<file path="src/rtl/sid_spi_writer.sv">
// SPI mode-0 master carrying SID register writes as {1,A[4:0],D[7:6]} then {0,0,D[5:0]}.
// Define SID_SPI_WRITER_FIFO_EN for a 4-entry request FIFO; otherwise a single holding register.
module sid_spi_writer #(
    parameter int CLK_DIV = 3,
    parameter int CS_GAP  = 4
) (
    input  logic       CLK,
    input  logic       RST,
    input  logic       WR_VALID,
    output logic       WR_READY,
    input  logic [4:0] WR_ADDR,
    input  logic [7:0] WR_DATA,
    output logic       BUSY,
    output logic       SPI_SCK,
    output logic       SPI_MOSI,
    output logic       SPI_CS
);
    localparam int CNT_MAX = (CLK_DIV > CS_GAP) ? CLK_DIV : CS_GAP;
    localparam int CNT_W   = $clog2(CNT_MAX + 1);

    typedef enum logic [2:0] {S_IDLE, S_LOW, S_HIGH, S_HOLD, S_GAP} state_t;

    state_t           state_q, state_n;
    logic [CNT_W-1:0] cnt_q, cnt_n;
    logic [6:0]       sr_q, sr_n;
    logic [2:0]       bit_q, bit_n;
    logic [5:0]       lo_q, lo_n;
    logic             byte1_q, byte1_n;
    logic             sck_q, sck_n, mosi_q, mosi_n, cs_q, cs_n;
    logic             load0;

    logic             req_avail, req_pop, queued, push;
    logic [4:0]       req_addr;
    logic [7:0]       req_data;

    assign push = WR_VALID && WR_READY;

`ifdef SID_SPI_WRITER_FIFO_EN
    logic [4:0] f_addr [4];
    logic [7:0] f_data [4];
    logic [1:0] wr_ptr, rd_ptr;
    logic [2:0] f_cnt;
    logic       f_seen;

    assign WR_READY  = (f_cnt != 3'd4);
    // Head entry is only offered once it has sat in the FIFO for a cycle (registered read).
    assign req_avail = f_seen && (f_cnt != 3'd0);
    assign req_addr  = f_addr[rd_ptr];
    assign req_data  = f_data[rd_ptr];
    assign queued    = (f_cnt != 3'd0);

    always_ff @(posedge CLK) begin
        if (push) begin
            f_addr[wr_ptr] <= WR_ADDR;
            f_data[wr_ptr] <= WR_DATA;
        end
    end

    always_ff @(posedge CLK) begin
        if (RST) begin
            wr_ptr <= '0;
            rd_ptr <= '0;
            f_cnt  <= '0;
            f_seen <= 1'b0;
        end else begin
            if (push)    wr_ptr <= wr_ptr + 2'd1;
            if (req_pop) rd_ptr <= rd_ptr + 2'd1;
            f_cnt  <= f_cnt + {2'b00, push} - {2'b00, req_pop};
            f_seen <= (f_cnt != 3'd0);
        end
    end
`else
    logic       p_vld;
    logic [4:0] p_addr;
    logic [7:0] p_data;

    assign WR_READY  = (state_q == S_IDLE) && !p_vld;
    assign req_avail = p_vld;
    assign req_addr  = p_addr;
    assign req_data  = p_data;
    assign queued    = p_vld;

    always_ff @(posedge CLK) begin
        if (RST) begin
            p_vld  <= 1'b0;
            p_addr <= '0;
            p_data <= '0;
        end else if (push) begin
            p_vld  <= 1'b1;
            p_addr <= WR_ADDR;
            p_data <= WR_DATA;
        end else if (req_pop) begin
            p_vld  <= 1'b0;
        end
    end
`endif

    always_ff @(posedge CLK) begin
        if (RST) begin
            state_q <= S_IDLE;
            cnt_q   <= '0;
            sr_q    <= '0;
            bit_q   <= '0;
            lo_q    <= '0;
            byte1_q <= 1'b0;
            sck_q   <= 1'b0;
            mosi_q  <= 1'b0;
            cs_q    <= 1'b1;
        end else begin
            state_q <= state_n;
            cnt_q   <= cnt_n;
            sr_q    <= sr_n;
            bit_q   <= bit_n;
            lo_q    <= lo_n;
            byte1_q <= byte1_n;
            sck_q   <= sck_n;
            mosi_q  <= mosi_n;
            cs_q    <= cs_n;
        end
    end

    always_comb begin
        state_n = state_q;
        cnt_n   = cnt_q + CNT_W'(1);
        sr_n    = sr_q;
        bit_n   = bit_q;
        lo_n    = lo_q;
        byte1_n = byte1_q;
        sck_n   = sck_q;
        mosi_n  = mosi_q;
        cs_n    = cs_q;
        req_pop = 1'b0;
        load0   = 1'b0;
        case (state_q)
            S_IDLE: begin
                cnt_n = '0;
                load0 = req_avail;
            end
            S_LOW: begin
                if (cnt_q == CNT_W'(CLK_DIV - 1)) begin
                    cnt_n   = '0;
                    sck_n   = 1'b1;
                    state_n = S_HIGH;
                end
            end
            S_HIGH: begin
                if (cnt_q == CNT_W'(CLK_DIV - 1)) begin
                    cnt_n = '0;
                    sck_n = 1'b0;
                    if (bit_q != 3'd0) begin
                        mosi_n  = sr_q[6];
                        sr_n    = {sr_q[5:0], 1'b0};
                        bit_n   = bit_q - 3'd1;
                        state_n = S_LOW;
                    end else begin
                        state_n = S_HOLD;
                    end
                end
            end
            S_HOLD: begin
                if (cnt_q == CNT_W'(CLK_DIV - 1)) begin
                    cnt_n   = '0;
                    cs_n    = 1'b1;
                    mosi_n  = 1'b0;
                    state_n = S_GAP;
                end
            end
            S_GAP: begin
                if (cnt_q == CNT_W'(CS_GAP - 1)) begin
                    cnt_n = '0;
                    if (!byte1_q) begin
                        byte1_n = 1'b1;
                        sr_n    = {1'b0, lo_q};
                        mosi_n  = 1'b0;
                        bit_n   = 3'd7;
                        cs_n    = 1'b0;
                        state_n = S_LOW;
                    end else if (req_avail) begin
                        // Chain straight into the next request without an IDLE cycle.
                        load0 = 1'b1;
                    end else begin
                        state_n = S_IDLE;
                    end
                end
            end
            default: state_n = S_IDLE;
        endcase
        if (load0) begin
            req_pop = 1'b1;
            mosi_n  = 1'b1;
            sr_n    = {req_addr, req_data[7:6]};
            lo_n    = req_data[5:0];
            bit_n   = 3'd7;
            byte1_n = 1'b0;
            cs_n    = 1'b0;
            sck_n   = 1'b0;
            cnt_n   = '0;
            state_n = S_LOW;
        end
    end

    assign SPI_SCK  = sck_q;
    assign SPI_MOSI = mosi_q;
    assign SPI_CS   = cs_q;
    assign BUSY     = (state_q != S_IDLE) || queued;
endmodule

</file>
<file path="config.mk">
export PLATFORM = sky130hd
export DESIGN_NAME = sid_spi_writer
export DESIGN_NICKNAME = d
export VERILOG_FILES = /design/src/rtl/sid_spi_writer.sv
export SDC_FILE = /design/constraint.sdc
export NUM_CORES = 1
export LEC_CHECK = 0
export BUFFER_PORTS_ARGS = -buffer_cell sky130_fd_sc_hd__buf_2
export CAP_MARGIN = 20
export CORE_AREA = 3 3 62 87
export DETAILED_ROUTE_END_ITERATION = 12
export DIE_AREA = 0 0 65 90
export GPL_TIMING_DRIVEN = 0
export MAX_ROUTING_LAYER = met4
export PLACE_DENSITY_LB_ADDON = 0.05
export SLEW_MARGIN = 40
export SYNTH_ARGS = -nofsm -noshare
export SYNTH_HDL_FRONTEND = slang
export SYNTH_SLANG_ARGS = --single-unit
</file>
<file path="constraint.sdc">
create_clock -name CLK -period 2.4 [get_ports CLK]
set_clock_uncertainty 0.2 [all_clocks]
set_input_delay 0.24 -clock CLK [delete_from_list [all_inputs] [get_ports CLK]]
set_output_delay 0.24 -clock CLK [all_outputs]
set_load 0.005 [all_outputs]
</file>
==> results_dict.tcl <==
set metrics [dict create \
    status "finished clean" \
    die_h_um 90 \
    syn-cell-area_um2 1980 \
    wl_per_cell_um 13.5 \
    clk_pin_slew_ns 0.08 \
    rsz0062_at_grt "false" \
    tightest_slew_ns 0.633 \
    r2r.worst_path.cells 7 \
    crit_family "compound AO/OA/AOI/OAI gates" \
    area_growth_pct 20.5 \
    max_freq_ghz 0.466 \
    max-clock-path-buffers 2 \
    drtPass1Iterations 4 \
    max_stage_delay_ns 0.43 \
    vdd_drop_max_mv 0.398 \
    cts.htree.levels 2 \
    place_congestion 0.814 \
    drv_slew 0 \
    worst_path_most_repeated_cell "ha_1" \
    arrival_ns 2.10 \
    hold_depth 3 \
    die_x_um 65 \
    dp_hpwl_um 3360 \
    synth_area_per_cell_um2 8.48 \
    tns_ns 0 \
    hold_end "SPI_CS$_SDFFE_PP1P_" \
    drive_gt1_share_pct 18.6 \
    via_count 1696 \
    cts_tree "yes" \
    dieArea_um2 5850 \
    critPathCaptureType "flop" \
    finalCritPeriodShare_pct 89.4 \
    overflow 0 \
    crit_fanout 10 \
    reg2reg_from "cnt_q[0]$_SDFF_PP0_" \
    path_cells "ha_1 > ha_1 > inv_1 > o21ai_2 > and2_1 > buf_6 > a311oi_2" \
    insertion_delay_ns 0.29 \
    synth_cell_type_count 46 \
    yosys_warnings 0 \
    wirelength_um 4540 \
    slowest_stage "o21ai_2" \
    regToRegSetupSlack_ns 0.26 \
    hold_violations 0 \
    required_ns 2.35 \
    antenna_found_initial 0 \
    synth_ff_type "dfxtp_1" \
    p_leak_nw 0.888 \
    totalPowerFinal_mw 1.47 \
    clkSinkCount 40 \
    hold_path_class "input port to flop" \
    p_per_area_nw_per_um2 619 \
    netlist_instances 233 \
    critical_path_class "flop to flop" \
    min_from "RST" \
    synth_edf_count 0 \
    nFillCells 483 \
    viasPerCell 5.05 \
    route.detailed.drc 0 \
    setup_viol 0 \
    slew_headroom_pct 57.3 \
    grt_max_degree 14 \
    pin_count 21 \
    cts-root-buf "clkbuf_8" \
    timing.rr.end "bit_q[1]$_SDFFE_PP0P_" \
    path_buf_inv 2 \
    grt_pass1_vias 1752 \
    final_antenna_net_count 0 \
    ys_ff_latch 40 \
    core_um2 4610 \
    start_kind "flop" \
    max-cap-violations 0 \
    cts_setup_buffers 0 \
    syn_nets 255 \
    period_minus_slack_ns 2.14 \
    synth-seq-area-share_pct 40.5 \
    async_flop_share_pct 0 \
    nets 295 \
    portBuffers 20 \
    initial_core_util_pct 42.9 \
    grt_use_total_pct 17.9 \
    grt_pass1_wl_um 8070 \
    cts_buffers 5 \
    rows 29 \
    first_iter_violations 75 \
    diodes 0 \
]
cells in the mapped netlist (all sizes together), types with 2 or more instances:
library cell / number / area [µm²]
nand3: 5 / 37.5
a311oi: 4 / 41.3
nor3: 3 / 15.0
nor2b: 6 / 37.5
clkbuf: 7 / 26.3
o21bai: 2 / 26.3
ha: 6 / 75.1
nand2b: 2 / 12.5
nand2: 52 / 195
a211oi: 8 / 72.6
nor2: 12 / 52.6
o21ai: 4 / 23.8
or3: 2 / 12.5
dfxtp: 40 / 801
buf: 9 / 63.8
nor3b: 2 / 26.3
o22ai: 2 / 12.5
o32ai: 5 / 81.3
inv: 9 / 33.8
a21oi: 33 / 165
or2: 2 / 12.5
a31oi: 2 / 12.5
and3: 3 / 18.8
repair_timing:
| item | CTS | global route |
|---|---|---|
| hold endpoints to repair | 13 | 0 |
| hold buffers | 13 | 0 |
| resized for setup | 0 | 0 |
how the worst max path moves through the flow:
stage | startpoint | to | slack (ns) | cells past startpoint
2_1_floorplan | cnt_q[0]$_SDFF_PP0_ | sr_q[5]$_SDFFE_PP0P_ | 0.49 | 7
3_3_place_gp | cnt_q[0]$_SDFF_PP0_ | bit_q[1]$_SDFFE_PP0P_ | 0.25 | 7
3_5_place_dp | cnt_q[0]$_SDFF_PP0_ | bit_q[1]$_SDFFE_PP0P_ | 0.27 | 7
4_1_cts | cnt_q[0]$_SDFF_PP0_ | bit_q[1]$_SDFFE_PP0P_ | 0.25 | 7
5_1_grt | cnt_q[0]$_SDFF_PP0_ | sr_q[4]$_SDFFE_PP0P_ | 0.10 | 7
6_report | cnt_q[0]$_SDFF_PP0_ | bit_q[1]$_SDFFE_PP0P_ | 0.26 | 7
cell usage in the layout, fill, tap and decap left out, types with 3 or more instances in the layout:
cell	instances
dlygate4sd3_1	13
clkbuf_8	6
inv_1	9
buf_6	3
ha_1	6
clkbuf_1	7
a21oi_1	33
and3_1	3
a311oi_1	3
o32ai_2	5
nand3_1	4
buf_2	26
nor3_1	3
dfxtp_1	40
nor2_1	11
a211oi_1	7
nor2b_1	6
nand2_1	52
kinds of logic after synthesis:
group,Yosys count,share of synthesized area [%]
AND/OR/NAND/NOR,94,23.9
flip-flops,40,40.5
AO/OA/AOI/OAI,68,25.5
adder cells (fa/ha/maj),6,3.80
buffers and inverters,25,6.27
state kept, by name, summed over array words and instances, names as in the netlist, 3 cells and up:
register	cells
state_q	3
p_data	8
lo_q	6
p_addr	5
bit_q	3
sr_q	7
cnt_q	3
layer usage:
metal,GRT usage [%],part of all wire [%],vias up
met5,-,0,-
met4,6.70,1.2,0
li1,-,-,887
met2,32.0,56,21
met3,3.49,2.8,4
met1,19.0,40,784
worst reg2reg max path, cell delays in order (launching register included):
cell	delay (ns)
dfxtp_1	0.36
ha_1	0.18
ha_1	0.25
inv_1	0.13
o21ai_2	0.43
and2_1	0.22
buf_6	0.14
a311oi_2	0.09
stage by stage:
stage	setup slack (ns)	hold slack [ns]	cell area (µm²)	instances	utilization (%)
finish	0.255	0.0938	2380	336	51.7
global route	0.103	0.146	2380	336	51.7
CTS	0.247	0.0969	2380	336	51.7
detailed placement	0.266	0.242	2150	315	46.7
global placement	0.250	0.232	2150	315	46.7
floorplan	0.486	0.176	1980	233	-
layout make-up:
type	instances	area, µm²	share of cell area, %
plain buffers	16	90.1	3.78
clock buffers	6	82.6	3.47
clock inverters	2	15.0	0.631
inverters	9	33.8	1.42
multi-input cells	168	1050	44.1
flip-flops and latches	40	801	33.6
well taps	62	77.6	3.26
repair buffers	33	230	9.67
where the power goes:
part | internal, mW | switching [mW] | leakage (nW) | total [mW]
Sequential | 0.705 | 0.0208 | 0.326 | 0.725
Combinational | 0.120 | 0.154 | 0.518 | 0.273
Clock | 0.233 | 0.243 | 0.0434 | 0.476
Total | 1.06 | 0.417 | 0.888 | 1.47
Power figures use the tool's default switching activity.
